--- config.mk ---
export PLATFORM = sky130hd
export DESIGN_NAME = platform_map_renderer_flat
export DESIGN_NICKNAME = d
export VERILOG_FILES = /design/src/rtl/platform_map_renderer_if.sv /design/src/rtl/platform_map_renderer.sv /design/src/flat_wrapper.sv
export SDC_FILE = /design/constraint.sdc
export NUM_CORES = 1
export LEC_CHECK = 0
export CAP_MARGIN = 30
export CORE_UTILIZATION = 50
export CTS_CLUSTER_DIAMETER = 40
export DETAILED_ROUTE_END_ITERATION = 16
export PLACE_DENSITY = 0.76
export SLEW_MARGIN = 20
export SYNTH_ARGS = -nofsm -noshare
export SYNTH_HDL_FRONTEND = slang
export SYNTH_SLANG_ARGS = --single-unit
--- constraint.sdc ---
create_clock -name i_clk -period 10.45 [get_ports i_clk]
set_input_delay 1.045 -clock i_clk [delete_from_list [all_inputs] [get_ports i_clk]]
set_output_delay 1.045 -clock i_clk [all_outputs]
set_load 0.02 [all_outputs]
--- src/rtl/platform_map_renderer_if.sv ---
// Configuration bus for platform_map_renderer: shadow-table writes and commit request.
interface platform_map_renderer_if;
  logic       cfg_valid;
  logic       cfg_ready;
  logic [3:0] cfg_idx;
  logic [9:0] cfg_x0;
  logic [9:0] cfg_y0;
  logic [5:0] cfg_len;
  logic       cfg_kind;
  logic       cfg_en;
  logic       cfg_commit;

  modport master (
    output cfg_valid, cfg_idx, cfg_x0, cfg_y0, cfg_len, cfg_kind, cfg_en, cfg_commit,
    input  cfg_ready
  );

  modport slave (
    input  cfg_valid, cfg_idx, cfg_x0, cfg_y0, cfg_len, cfg_kind, cfg_en, cfg_commit,
    output cfg_ready
  );
endinterface

--- src/rtl/platform_map_renderer.sv ---
// Platform tile renderer: double-buffered platform table, per-pixel hit test, 3-stage ROM pipeline.
// Optional horizontal tile scroll for kind-0 entries is enabled by defining PLATFORM_SCROLL_EN.
module platform_map_renderer #(
  parameter int          NUM_PLAT = 8,
  parameter logic [11:0] TRANSP   = 12'h6DE
) (
  input  logic                          i_clk,
  input  logic                          i_reset,
  input  logic                          i_video_on,
  input  logic [9:0]                    i_x,
  input  logic [9:0]                    i_y,
  input  logic                          i_frame_start,
  platform_map_renderer_if.slave        io_cfg,
  output logic [7:0]                    o_rom_addr,
  output logic                          o_rom_sel,
  input  logic [11:0]                   i_rom_data,
  output logic [11:0]                   o_rgb_out,
  output logic                          o_platforms_on
);

  typedef struct packed {
    logic [9:0] x0;
    logic [9:0] y0;
    logic [5:0] len;
    logic       kind;
    logic       en;
  } plat_t;

  plat_t       r_shadow [NUM_PLAT];
  plat_t       r_active [NUM_PLAT];
  logic        r_commit_pending;
  logic        w_copy;
  logic        w_wr;
  logic [3:0]  w_scroll;

  logic        w_hit;
  logic        w_sel;
  logic [7:0]  w_addr;
  logic        w_pix_on;

  logic [7:0]  r_rom_addr;
  logic        r_rom_sel;
  logic        r_hit1;
  logic        r_von1;
  logic        r_hit2;
  logic        r_von2;
  logic [11:0] r_rgb_out;
  logic        r_platforms_on;

  // Copy cycle blocks config writes so a write can never race the table swap.
  assign w_copy           = i_frame_start & r_commit_pending;
  assign io_cfg.cfg_ready = ~i_reset & ~w_copy;
  assign w_wr             = io_cfg.cfg_valid & io_cfg.cfg_ready;

  // Hit test in 11-bit arithmetic so entries near x/y=1023 do not wrap.
  function automatic logic f_hit(input plat_t e, input logic [9:0] px, input logic [9:0] py);
    logic [10:0] xs;
    logic [10:0] xe;
    logic [10:0] ys;
    logic [10:0] ye;
    xs = {1'b0, e.x0};
    xe = xs + {1'b0, e.len, 4'd0};
    ys = {1'b0, e.y0};
    ye = ys + 11'd16;
    return e.en && (e.len != 6'd0) &&
           ({1'b0, py} >= ys) && ({1'b0, py} < ye) &&
           ({1'b0, px} >= xs) && ({1'b0, px} < xe);
  endfunction

  always_ff @(posedge i_clk) begin
    if (i_reset) begin
      for (int i = 0; i < NUM_PLAT; i++) begin
        r_shadow[i] <= '0;
        r_active[i] <= '0;
      end
      r_commit_pending <= 1'b0;
    end else begin
      // Out-of-range indices match no entry and are silently dropped.
      for (int i = 0; i < NUM_PLAT; i++) begin
        if (w_wr && (io_cfg.cfg_idx == 4'(i))) begin
          r_shadow[i] <= {io_cfg.cfg_x0, io_cfg.cfg_y0, io_cfg.cfg_len, io_cfg.cfg_kind, io_cfg.cfg_en};
        end
        if (w_copy) begin
          r_active[i] <= r_shadow[i];
        end
      end
      if (w_copy) begin
        r_commit_pending <= 1'b0;
      end else if (io_cfg.cfg_commit) begin
        r_commit_pending <= 1'b1;
      end
    end
  end

`ifdef PLATFORM_SCROLL_EN
  logic [3:0] r_scroll;

  always_ff @(posedge i_clk) begin
    if (i_reset) begin
      r_scroll <= 4'd0;
    end else if (i_frame_start) begin
      r_scroll <= r_scroll + 4'd1;
    end
  end

  assign w_scroll = r_scroll;
`else
  assign w_scroll = 4'd0;
`endif

  // Descending scan: the last match assigned is the lowest index, which wins.
  always_comb begin
    w_hit  = 1'b0;
    w_sel  = 1'b0;
    w_addr = 8'd0;
    for (int i = NUM_PLAT - 1; i >= 0; i--) begin
      if (f_hit(r_active[i], i_x, i_y)) begin
        w_hit  = 1'b1;
        w_sel  = r_active[i].kind;
        w_addr = {i_y[3:0] - r_active[i].y0[3:0],
                  i_x[3:0] - r_active[i].x0[3:0] + (r_active[i].kind ? 4'd0 : w_scroll)};
      end
    end
  end

  assign w_pix_on = r_hit2 & r_von2 & (i_rom_data != TRANSP);

  always_ff @(posedge i_clk) begin
    if (i_reset) begin
      r_rom_addr     <= 8'd0;
      r_rom_sel      <= 1'b0;
      r_hit1         <= 1'b0;
      r_von1         <= 1'b0;
      r_hit2         <= 1'b0;
      r_von2         <= 1'b0;
      r_rgb_out      <= 12'h000;
      r_platforms_on <= 1'b0;
    end else begin
      r_rom_addr     <= w_addr;
      r_rom_sel      <= w_sel;
      r_hit1         <= w_hit;
      r_von1         <= i_video_on;
      r_hit2         <= r_hit1;
      r_von2         <= r_von1;
      r_platforms_on <= w_pix_on;
      r_rgb_out      <= w_pix_on ? i_rom_data : 12'h000;
    end
  end

  assign o_rom_addr     = r_rom_addr;
  assign o_rom_sel      = r_rom_sel;
  assign o_rgb_out      = r_rgb_out;
  assign o_platforms_on = r_platforms_on;

endmodule

--- src/flat_wrapper.sv ---
// flat-port wrapper written by rule: the top's interface ports become plain ports
module platform_map_renderer_flat 
#(
  parameter int          NUM_PLAT = 8,
  parameter logic [11:0] TRANSP   = 12'h6DE
)
  (i_clk, i_reset, i_video_on, i_x, i_y, i_frame_start, o_rom_addr, o_rom_sel, i_rom_data, o_rgb_out, o_platforms_on, io_cfg_cfg_valid, io_cfg_cfg_idx, io_cfg_cfg_x0, io_cfg_cfg_y0, io_cfg_cfg_len, io_cfg_cfg_kind, io_cfg_cfg_en, io_cfg_cfg_commit, io_cfg_cfg_ready);
  platform_map_renderer_if io_cfg_i ();
  input  logic i_clk;
  input  logic i_reset;
  input  logic i_video_on;
  input  logic [9:0] i_x;
  input  logic [9:0] i_y;
  input  logic i_frame_start;
  output logic [7:0] o_rom_addr;
  output logic o_rom_sel;
  input  logic [11:0] i_rom_data;
  output logic [11:0] o_rgb_out;
  output logic o_platforms_on;
  input wire logic [$bits(io_cfg_i.cfg_valid)-1:0] io_cfg_cfg_valid;
  input wire logic [$bits(io_cfg_i.cfg_idx)-1:0] io_cfg_cfg_idx;
  input wire logic [$bits(io_cfg_i.cfg_x0)-1:0] io_cfg_cfg_x0;
  input wire logic [$bits(io_cfg_i.cfg_y0)-1:0] io_cfg_cfg_y0;
  input wire logic [$bits(io_cfg_i.cfg_len)-1:0] io_cfg_cfg_len;
  input wire logic [$bits(io_cfg_i.cfg_kind)-1:0] io_cfg_cfg_kind;
  input wire logic [$bits(io_cfg_i.cfg_en)-1:0] io_cfg_cfg_en;
  input wire logic [$bits(io_cfg_i.cfg_commit)-1:0] io_cfg_cfg_commit;
  output wire logic [$bits(io_cfg_i.cfg_ready)-1:0] io_cfg_cfg_ready;
  assign io_cfg_i.cfg_valid = io_cfg_cfg_valid;
  assign io_cfg_i.cfg_idx = io_cfg_cfg_idx;
  assign io_cfg_i.cfg_x0 = io_cfg_cfg_x0;
  assign io_cfg_i.cfg_y0 = io_cfg_cfg_y0;
  assign io_cfg_i.cfg_len = io_cfg_cfg_len;
  assign io_cfg_i.cfg_kind = io_cfg_cfg_kind;
  assign io_cfg_i.cfg_en = io_cfg_cfg_en;
  assign io_cfg_i.cfg_commit = io_cfg_cfg_commit;
  assign io_cfg_cfg_ready = io_cfg_i.cfg_ready;
  platform_map_renderer #(.NUM_PLAT(NUM_PLAT), .TRANSP(TRANSP)) u_core (.i_clk(i_clk), .i_reset(i_reset), .i_video_on(i_video_on), .i_x(i_x), .i_y(i_y), .i_frame_start(i_frame_start), .io_cfg(io_cfg_i), .o_rom_addr(o_rom_addr), .o_rom_sel(o_rom_sel), .i_rom_data(i_rom_data), .o_rgb_out(o_rgb_out), .o_platforms_on(o_platforms_on));
endmodule
# Word-level counts from Yosys, hierarchy flattened
# Memory sizes are Yosys's and may differ from the RTL's.
# Index checks and enable logic that the tools add are counted.
totals:
  wordCells: 235
  ramBits: 448
  register_bits: 27
  input_bits: 70
  output_inout_bits: 23
  memories: 2
memory_table:
  columns: ["name", "words", "word_bits", "read_ports", "rd_ports_with_merged_regs", "write_ports", "line_no", "source"]
  rows:
  - ["u_core.r_active", 8, 28, 8, 0, 8, "platform_map_renderer.sv:30", "plat_t r_active [NUM_PLAT];"]
  - ["u_core.r_shadow", 8, 28, 8, 0, 8, "platform_map_renderer.sv:29", "plat_t r_shadow [NUM_PLAT];"]
op_classes:
  n_reduce_logical: 59
  n_eq_ne: 8
  bitwise: 24
  mux: 69
  n_addsub: 32
  order_cmp: 32
op_table:
  columns: ["op", "count"]
  rows:
  - ["2-to-1 mux 28 bit", 16]
  - ["less-than comparator 10 x 11 -> 1 bit", 16]
  - ["greater-or-equal comparator 10 bit", 16]
  - ["adder 10 x 10 -> 11 bit", 8]
  - ["adder 10 x 5 -> 11 bit, second input constant", 8]
  - ["2-to-1 mux 8 bit", 8]
  - ["subtractor 4 bit", 16]
  - ["logical AND 1 bit", 48]
  - ["nonzero test 6 bit", 8]
  - ["2-to-1 mux 1 bit", 45]
  - ["== test 4 x 3 -> 1 bit, second input constant", 4]
  - ["OR 1 bit", 16]
  - ["inequality test 12 x 11 -> 1 bit, second input constant", 1]
  - ["== test 4 x 2 -> 1 bit, second input constant", 2]
  - ["AND 1 bit", 5]
  - ["== test 4 x 1 -> 1 bit, second input constant", 1]
  - ["zero test 4 bit", 1]
  - ["OR reduction 2 bit", 2]
  - ["inverter 1 bit", 3]

# Longest topological paths before layout
# Gate-level depths: netlist (run 1).
# An unclocked memory read counts as a cell.
depth:
  ltp_word: 15
  mapped_depth: 17
  ltp_nobuf: 16

# Worst setup path after synthesis (run 1)
# No wires, ideal clock.
synth_path:
  path_kind: "input to register"
  start: "in i_frame_start"
  end: "mem u_core.r_shadow[0][112] (netlist name) (enable)"
  setup_ns: 0.320
  path_buffers: 1
  arrival_time_ns: 6.822
  path_slack_ns: 3.309
  stages: 6
  t_required_ns: 10.130
  path_cell_list: "a21oi_1 inv_1 or4b_1 nor2_1 clkbuf_1 or2_2"
synth_lines:
  columns: ["item", "line_no", "source"]
  rows:
  - ["start: declaration", "flat_wrapper.sv:14", "input logic i_frame_start;"]
  - ["end: declaration", "platform_map_renderer.sv:29", null]

# Worst setup path in the final report (run 1)
layout_path:
  start: "in i_x[1]"
  end: "reg u_core.r_rom_addr[0] (netlist: u_core.o_rom_addr[0])"
layout_between:
  elab_chain_len: 11
  elab_cells_between_ends: 40
  classes_between: "order compare: 16; mux: 8; reduce/logical: 16"
layout_lines:
  columns: ["item", "line_no", "source"]
  rows:
  - ["start: declaration", "flat_wrapper.sv:12", "input logic [9:0] i_x;"]
  - ["greater-or-equal comparator 10 bit", "platform_map_renderer.sv:67", "({1'b0, px} >= xs) && ({1'b0, px} < xe);"]
  - ["logical AND 1 bit", "platform_map_renderer.sv:66", "({1'b0, py} >= ys) && ({1'b0, py} < ye) &&"]
  - ["logical AND 1 bit", "platform_map_renderer.sv:67", null]
  - ["2-to-1 mux 8 bit (7 in series)", "platform_map_renderer.sv:117", "if (f_hit(r_active[i], i_x, i_y)) begin"]
  - ["2-to-1 mux 8 bit *", "platform_map_renderer.sv:117", null]
  - ["end signal: assignment", "platform_map_renderer.sv:139", "r_rom_addr <= w_addr;"]
  - ["end: declaration", "platform_map_renderer.sv:41", "logic [7:0] r_rom_addr;"]
# Mark *: on every way between the ends. The rest lies on a longest branch, timed or not.
# A chain may end at the register's enable or synchronous reset.

==> metrics.md, run 1 <==
| Metric | Value |
|---|---|
| Iter 0 DRT Violations | `1358` |
| Initial Util | `50.5%` |
| Final setup TNS | `0 ns` |
| Crit start category | `input pin` |
| 1st-pass router iterations | `13` |
| Vias | `18.2k` |
| Post-route setup slack | `5.45 ns` |
| Gate Count Post-Synth | `2294` |
| CTS clk-pin slew, worst paths | `0.06 ns` |
| DR vias/cell | `5.71` |
| Clock power frac | `44.4%` |
| Crit end category | `flip-flop` |
| Number of global-route vias before repair | `18.5k` |
| Post-synth top area share | `49.6%` |
| Fin util | `58.5%` |
| Max Slew Vio Count | `0` |
| CP required | `10.93 ns` |
| CTS tree | `done` |
| Int Pwr | `4.01 mW` |
| Crit Path Max Fanout | `14` |
| Predominant post-synthesis flop cell | `edfxtp_1` |
| Drt total wl | `68800 um` |
| Hold Path Origin | `u_core.r_von1` |
| Worst slew margin | `35.3%` |
| Reg2reg end | `u_core.o_rom_addr[5]` |
| Post-Place Cells | `3056` |
| Register bit total from synthesis | `475` |
| DRC | `2` |
| I/O Pins | `93` |
| Synth async-reset ratio | `0%` |
| Pwr dens | `173 mW/mm2` |
| Peak VDD IR | `0.133 mV` |
| Layout cells sized above 1 | `7.02%` |
| DP HPWL | `48000 um` |
| Final setup violation count | `0` |
| Final net count | `2842` |
| Largest net degree at the start of global routing | `108` |
| Post-synth EDFFs | `448` |
| Mapped Avg Cell Area | `11.8 um2` |
| Synth unique cells | `76` |
| Synth Net Count | `2700` |
| Net Sw Frac | `26.3%` |
| LEAKAGE | `12.9 nW` |
| Maxcap violations | `0` |
| Aggregate global routing overflow | `0` |
| Highest clock rate | `200 MHz` |
| Port bufs | `92` |
| ANT nets after route | `0` |
| Clk root buf | `clkbuf_16` |
| Switching power | `1.43 mW` |
| Actual slew at the worst max-slew pin | `0.970 ns` |
| Core ar. | `0.0537 mm2` |
| Status | `complete, but fails checks` |
| CTS HTree Levels | `3` |
| Worst R2R Path Depth | `12` |
| FF-to-FF setup slack | `6.05 ns` |
| Fin crit share | `47.8%` |
| Sequential area share after synthesis | `51.6%` |
| Die area | `0.0552 mm2` |
| YS warnings | `0` |
| Setup Crit Path Kind | `in2reg` |
| Clock Tree Buf Depth | `3` |
| Clock Sinks | `475` |
| Failing checks | `DRC` |
| Final Hold Viols | `0` |
| Routed wire per std cell | `21.6 um` |
| Design area | `0.0314 mm2` |
| Worst Hold End | `u_core.r_von2` |
| Hold path depth | `1` |
| CTS Hold Bufs | `0` |
| Area delta synth->final | `15.8%` |
| CTS resizes | `0` |
| Row cnt | `85` |
| Cts bufs inserted | `72` |
| Die Ht | `235 um` |
| Die W | `235 um` |
| Critical path arrival | `5.48 ns` |
| RSZ-0062 raised after global routing | `false` |
| Gate power share | `14.1%` |
| Min-delay worst type | `reg2reg` |
| Post-synthesis cell area | `0.0271 mm2` |
| Final worst path period need | `5.00 ns` |
| Setup repair bufs after CTS | `0` |
| Initial antenna violation count | `1` |
| Clock latency on the worst-skew pair | `0.60 ns` |
| Area leader, netlist | `edfxtp_1` |
| RD Place Congestion | `0.929` |
| Tot GR Track Use | `25.2%` |
| Pre-CTS WS | `4.90 ns` |
| First-pass GRT wire length | `106000 um` |
| Sequential power share | `41.5%` |
| Top area cells in the synthesized netlist | `edfxtp_1 (50%), ha_1 (14%), and2_1 (8.1%), inv_1 (3.0%), nor2b_1 (2.4%)` |
| Setup Skew | `0.0206 ns` |
| RR Startpoint | `u_core.r_active[0][2]` |
| Placed inst area | `0.0289 mm2` |
| Count of non-filler cells in the finished layout | `3191` |
-- how the worst max path moves through the flow --
stage | from | cells after the start | slack [ns] | endpoint
final | i_x[1] | 12 | 5.45 | u_core.o_rom_addr[0]
after global routing | i_x[1] | 12 | 5.13 | u_core.o_rom_addr[0]
after global placement | i_x[1] | 11 | 4.65 | u_core.o_rom_addr[1]
after detailed placement | i_x[1] | 12 | 4.90 | u_core.o_rom_addr[0]
after CTS | i_x[1] | 12 | 5.50 | u_core.o_rom_addr[0]
after floorplan | i_frame_start | 6 | 3.31 | u_core.r_shadow[0][112]
-- per-stage QoR --
step	power (mW)	hold WS [ns]
2_1_floorplan	2.77	0.414
3_3_place_gp	3.02	0.426
3_5_place_dp	3.05	0.428
4_1_cts	5.46	0.447
5_1_grt	5.64	0.470
6_report	5.44	0.450
-- cells by family after synthesis --
kind of cell	synth area share (%)
simple gates	15.4
flops	51.6
compound gates	10.3
fa+ha+maj	16.2
buf+inv	3.85
xor+xnor	2.65
-- worst max-delay path: stages --
cell and delay, ns:
clkdlybuf4s50_1 0.83, inv_1 0.40, fa_1 0.55, a21boi_0 0.14
o21bai_1 0.16, a31oi_1 0.10, o21ai_0 0.39, nand4_1 0.65
nand2b_1 0.53, o22a_1 0.21, o31ai_1 0.07, a221o_1 0.36
-- sequential cells by signal, summed over array words and instances (netlist names) --
| name | flops |
|---|---|
| u_core.r_von2 | 1 |
| u_core.r_shadow | 224 |
| u_core.o_rgb_out | 12 |
| u_core.o_rom_addr | 8 |
| u_core.r_hit2 | 1 |
| u_core.r_commit_pending | 1 |
| u_core.o_rom_sel | 1 |
| u_core.r_von1 | 1 |
| u_core.o_platforms_on | 1 |
| u_core.r_active | 224 |
| u_core.r_hit1 | 1 |
-- layout by cell type (no fill, tap or decap), types with 27 or more instances in the layout --
cell               n
edfxtp_1         448
and2_1           350
ha_1             312
inv_1            216
nor2b_1          106
clkdlybuf4s50_1   91
a21oi_1           78
clkbuf_16         77
o21ai_0           69
nand2_1           66
nor2_1            63
xnor2_1           57
nand3_1           44
a211oi_1          35
o21a_1            31
a21o_1            30
buf_4             27
dfxtp_1           27
-- power by group through the flow --
stage	registers, mW	clock network (mW)	logic, mW
6_report	2.26	2.42	0.768
5_1_grt	2.27	2.52	0.851
4_1_cts	2.26	2.44	0.763
3_5_place_dp	2.30	0	0.755
3_3_place_gp	2.29	0	0.726
2_1_floorplan	2.29	0	0.485
-- per-layer routing --
metal	GRT usage [%]	routed length (um)
met1	33.9	30300
met2	42.5	33100
met3	3.40	3940
met4	7.42	1470
met5	0	0
-- cells in the mapped netlist, types with 8 or more instances --
cell type,number
nor3_1,17
nor2_1,64
xor2_1,25
o31ai_1,11
and2_1,350
fa_1,24
inv_1,217
nand2b_1,18
and3_1,10
o31a_1,10
o2111ai_1,10
o21a_1,31
a211oi_1,35
dfxtp_1,27
clkbuf_1,49
xnor2_1,57
nand2_1,66
or4_1,9
o21bai_1,19
nor2b_1,106
nand3_1,44
a31oi_1,16
nand4_1,8
a21oi_1,78
o21ai_0,69
edfxtp_1,448
ha_1,312
a21o_1,30
o211ai_1,21
-- layout make-up --
cell class	instances	area, um2
antenna	1	2.50
clock buffer	87	1970
multi-input combinational	1546	12100
tap	696	871
timing repair buffer	122	1180
clock inverter	45	465
fill	4250	22300
inverter	219	830
sequential	475	14000
No activity file was read; power rests on OpenSTA's default activity.
==> inputs of run 2 (changes only) <==
clock period = 4.7 ns   (was 10.45 ns; I/O delays follow)
==> metrics.md, run 2 (synthesis gave the netlist of run 1 again) <==
| Metric | Value |
|---|---|
| Min-delay worst type | `in2reg` |
| Clock Tree Buf Depth | `3 (unchanged)` |
| Max Slew Vio Count | `0 (unchanged)` |
| Setup Skew | `0.0227 ns (+0.00207 ns)` |
| Status | `completed` |
| Initial Util | `50.5% (unchanged)` |
| Routed wire per std cell | `21.3 um (-1.0%)` |
| Crit start category | `flip-flop` |
| Cts bufs inserted | `66 (-8.3%)` |
| # fillers | `4234 (-0.38%)` |
| Actual slew at the worst max-slew pin | `1.04 ns (+0.0664 ns)` |
| Final worst path period need | `4.22 ns` |
| First-pass GRT wire length | `105000 um (-0.99%)` |
| Tot GR Track Use | `24.9% (-0.25 points)` |
| Die W | `235 um (unchanged)` |
| Crit Path Max Fanout | `14 (unchanged)` |
| RD Place Congestion | `0.939 (+1.1%)` |
| Iter 0 DRT Violations | `1385 (+2.0%)` |
| Net Sw Frac | `26.8% (+0.50 points)` |
| Storage element area | `0.0140 mm2 (unchanged)` |
| Post-Place Cells | `3070 (+0.46%)` |
| CTS Hold Bufs | `0 (unchanged)` |
| Drt total wl | `68100 um (-1.0%)` |
| I/O Pins | `93 (unchanged)` |
| Setup Crit Path Kind | `reg2reg` |
| CP required | `5.18 ns (-5.75 ns)` |
| Clock power frac | `42.7% (-1.7 points)` |
| Gate power share | `14.6% (+0.5 points)` |
| Row cnt | `85 (unchanged)` |
| CTS clk-pin slew, worst paths | `0.06 ns (about the same)` |
| Clk root buf | `clkbuf_16` |
| Vias | `18.2k (-0.30%)` |
| Multi-input gate area | `0.0121 mm2 (+0.20%)` |
| CTS tree | `done` |
| Initial antenna violation count | `1 (unchanged)` |
| ANT nets after route | `0 (unchanged)` |
| Layout cells sized above 1 | `7.18% (+0.16 points)` |
| DRC | `0 (-2)` |
| Maxcap violations | `0 (unchanged)` |
| Clock latency on the worst-skew pair | `0.61 ns (about the same)` |
| Peak VDD IR | `0.251 mV (+89%)` |
| Port bufs | `92 (unchanged)` |
| Buf/Inv on CP | `0 (-2)` |
| Most frequent cells in the layout | `edfxtp_1 (448), and2_1 (350), ha_1 (312)` |
| Number of global-route vias before repair | `18.4k (-0.45%)` |
| DP HPWL | `48800 um (+1.6%)` |
| Final setup TNS | `0 ns (unchanged)` |
| Fin crit share | `89.9%` |
| Die area | `0.0552 mm2 (unchanged)` |
| RSZ-0062 raised after global routing | `false` |
| Fin util | `58.4% (-0.10 points)` |
| Switching power | `3.16 mW (+120%)` |
| Crit-path slowest cell | `nand4b_1` |
| Critical path cell sequence | `ha_1, fa_1, a21o_1, a21oi_1, xnor2_1, ha_1, a211oi_1, a221o_1, nand4b_1, and2_1, a21oi_1, o31ai_1, a221o_1` |
| Cell family with most CP delay | `compound AO/OA/AOI/OAI gates` |
| CTS resizes | `0 (unchanged)` |
| DR vias/cell | `5.69 (-0.30%)` |
| Worst path max stage delay | `0.50 ns (-0.33 ns)` |
| Die Ht | `235 um (unchanged)` |
| Crit end category | `flip-flop` |
| Aggregate global routing overflow | `0 (unchanged)` |
| Final net count | `2848 (+0.21%)` |
| Clock Sinks | `475 (unchanged)` |
| Highest clock rate | `237 MHz` |
| Largest net degree at the start of global routing | `170 (+57%)` |
| Pwr dens | `375 mW/mm2 (+120%)` |
| Commonest non-fill, non-tap cell in the layout | `edfxtp_1` |
| Final Hold Viols | `0 (unchanged)` |
| 1st-pass router iterations | `5 (-8)` |
| LEAKAGE | `12.8 nW (-0.11%)` |
| Int Pwr | `8.61 mW (+110%)` |
| Worst slew margin | `30.3% (-5.0 points)` |
| Area delta synth->final | `15.6%` |
| Critical path arrival | `4.71 ns (-0.77 ns)` |
| Final setup violation count | `0 (unchanged)` |
| Sequential power share | `42.7% (+1.2 points)` |
| Core ar. | `0.0537 mm2 (unchanged)` |
| CTS HTree Levels | `3 (unchanged)` |
| Count of non-filler cells in the finished layout | `3191 (unchanged)` |
| Setup repair bufs after CTS | `0 (unchanged)` |
run 2: changes by cell type in the layout (fill, tap and decap cells not counted), moves of 4 or more:
cell and delta:
or2_2 -4, buf_4 +12, clkbuf_16 -9, clkinvlp_4 -4, clkinv_8 +4, or2_4 +4
run 2: power groups by stage:
stage	registers [mW]	clock network (mW)	logic [mW]
4_1_cts	5.02	5.08	1.71
3_3_place_gp	5.10	0	1.63
5_1_grt	5.04	5.26	1.91
3_5_place_dp	5.11	0	1.69
6_report	5.02	5.02	1.72
2_1_floorplan	5.08	0	1.08
run 2: area by class of cell:
cell class | count | area share, %
Multi-Input combinational cell | 1546 | 38.7
Tap cell | 696 | 2.77
Clock inverter | 41 | 1.50
Inverter | 219 | 2.63
Timing Repair Buffer | 134 | 4.11
Antenna cell | 2 | 0.0159
Clock buffer | 78 | 5.67
Sequential cell | 475 | 44.6
run 2: layer usage:
| layer | track usage (%) | part of all wire, % | vias to the layer above |
|---|---|---|---|
| li1 | - | - | 8562 |
| met1 | 33.2 | 44 | 8910 |
| met2 | 40.8 | 47 | 551 |
| met3 | 3.87 | 5.3 | 140 |
| met4 | 9.99 | 3.5 | 0 |
| met5 | 0 | 0 | - |
run 2: worst register-to-register path: stages (launching register included):
cell	delay, ns
edfxtp_1	0.41
ha_1	0.24
fa_1	0.42
a21o_1	0.18
a21oi_1	0.22
xnor2_1	0.17
ha_1	0.29
a211oi_1	0.31
a221o_1	0.25
nand4b_1	0.50
and2_1	0.42
a21oi_1	0.21
o31ai_1	0.11
a221o_1	0.37
run 2: path summary, 6_finish.rpt:
kind / startpoint / slack, ns / to / depth (start not counted)
min: io_cfg_cfg_commit / 0.44 / u_core.r_commit_pending / 3
max: u_core.r_active[1][58] / 0.48 / u_core.o_rom_addr[0] / 13
min reg2reg: u_core.r_von1 / 0.44 / u_core.r_von2 / 1
max reg2reg: u_core.r_active[1][58] / 0.48 / u_core.o_rom_addr[0] / 13
run 2: through the flow:
stage	hold WS [ns]	cell area, um2	setup WS, ns	total power [mW]
finish	0.436	31400	0.476	11.8
global route	0.438	31400	0.273	12.2
CTS	0.420	31400	0.512	11.8
detailed placement	0.435	29100	0.267	6.80
global placement	0.425	29100	0.376	6.73
floorplan	0.414	27200	-0.923	6.16
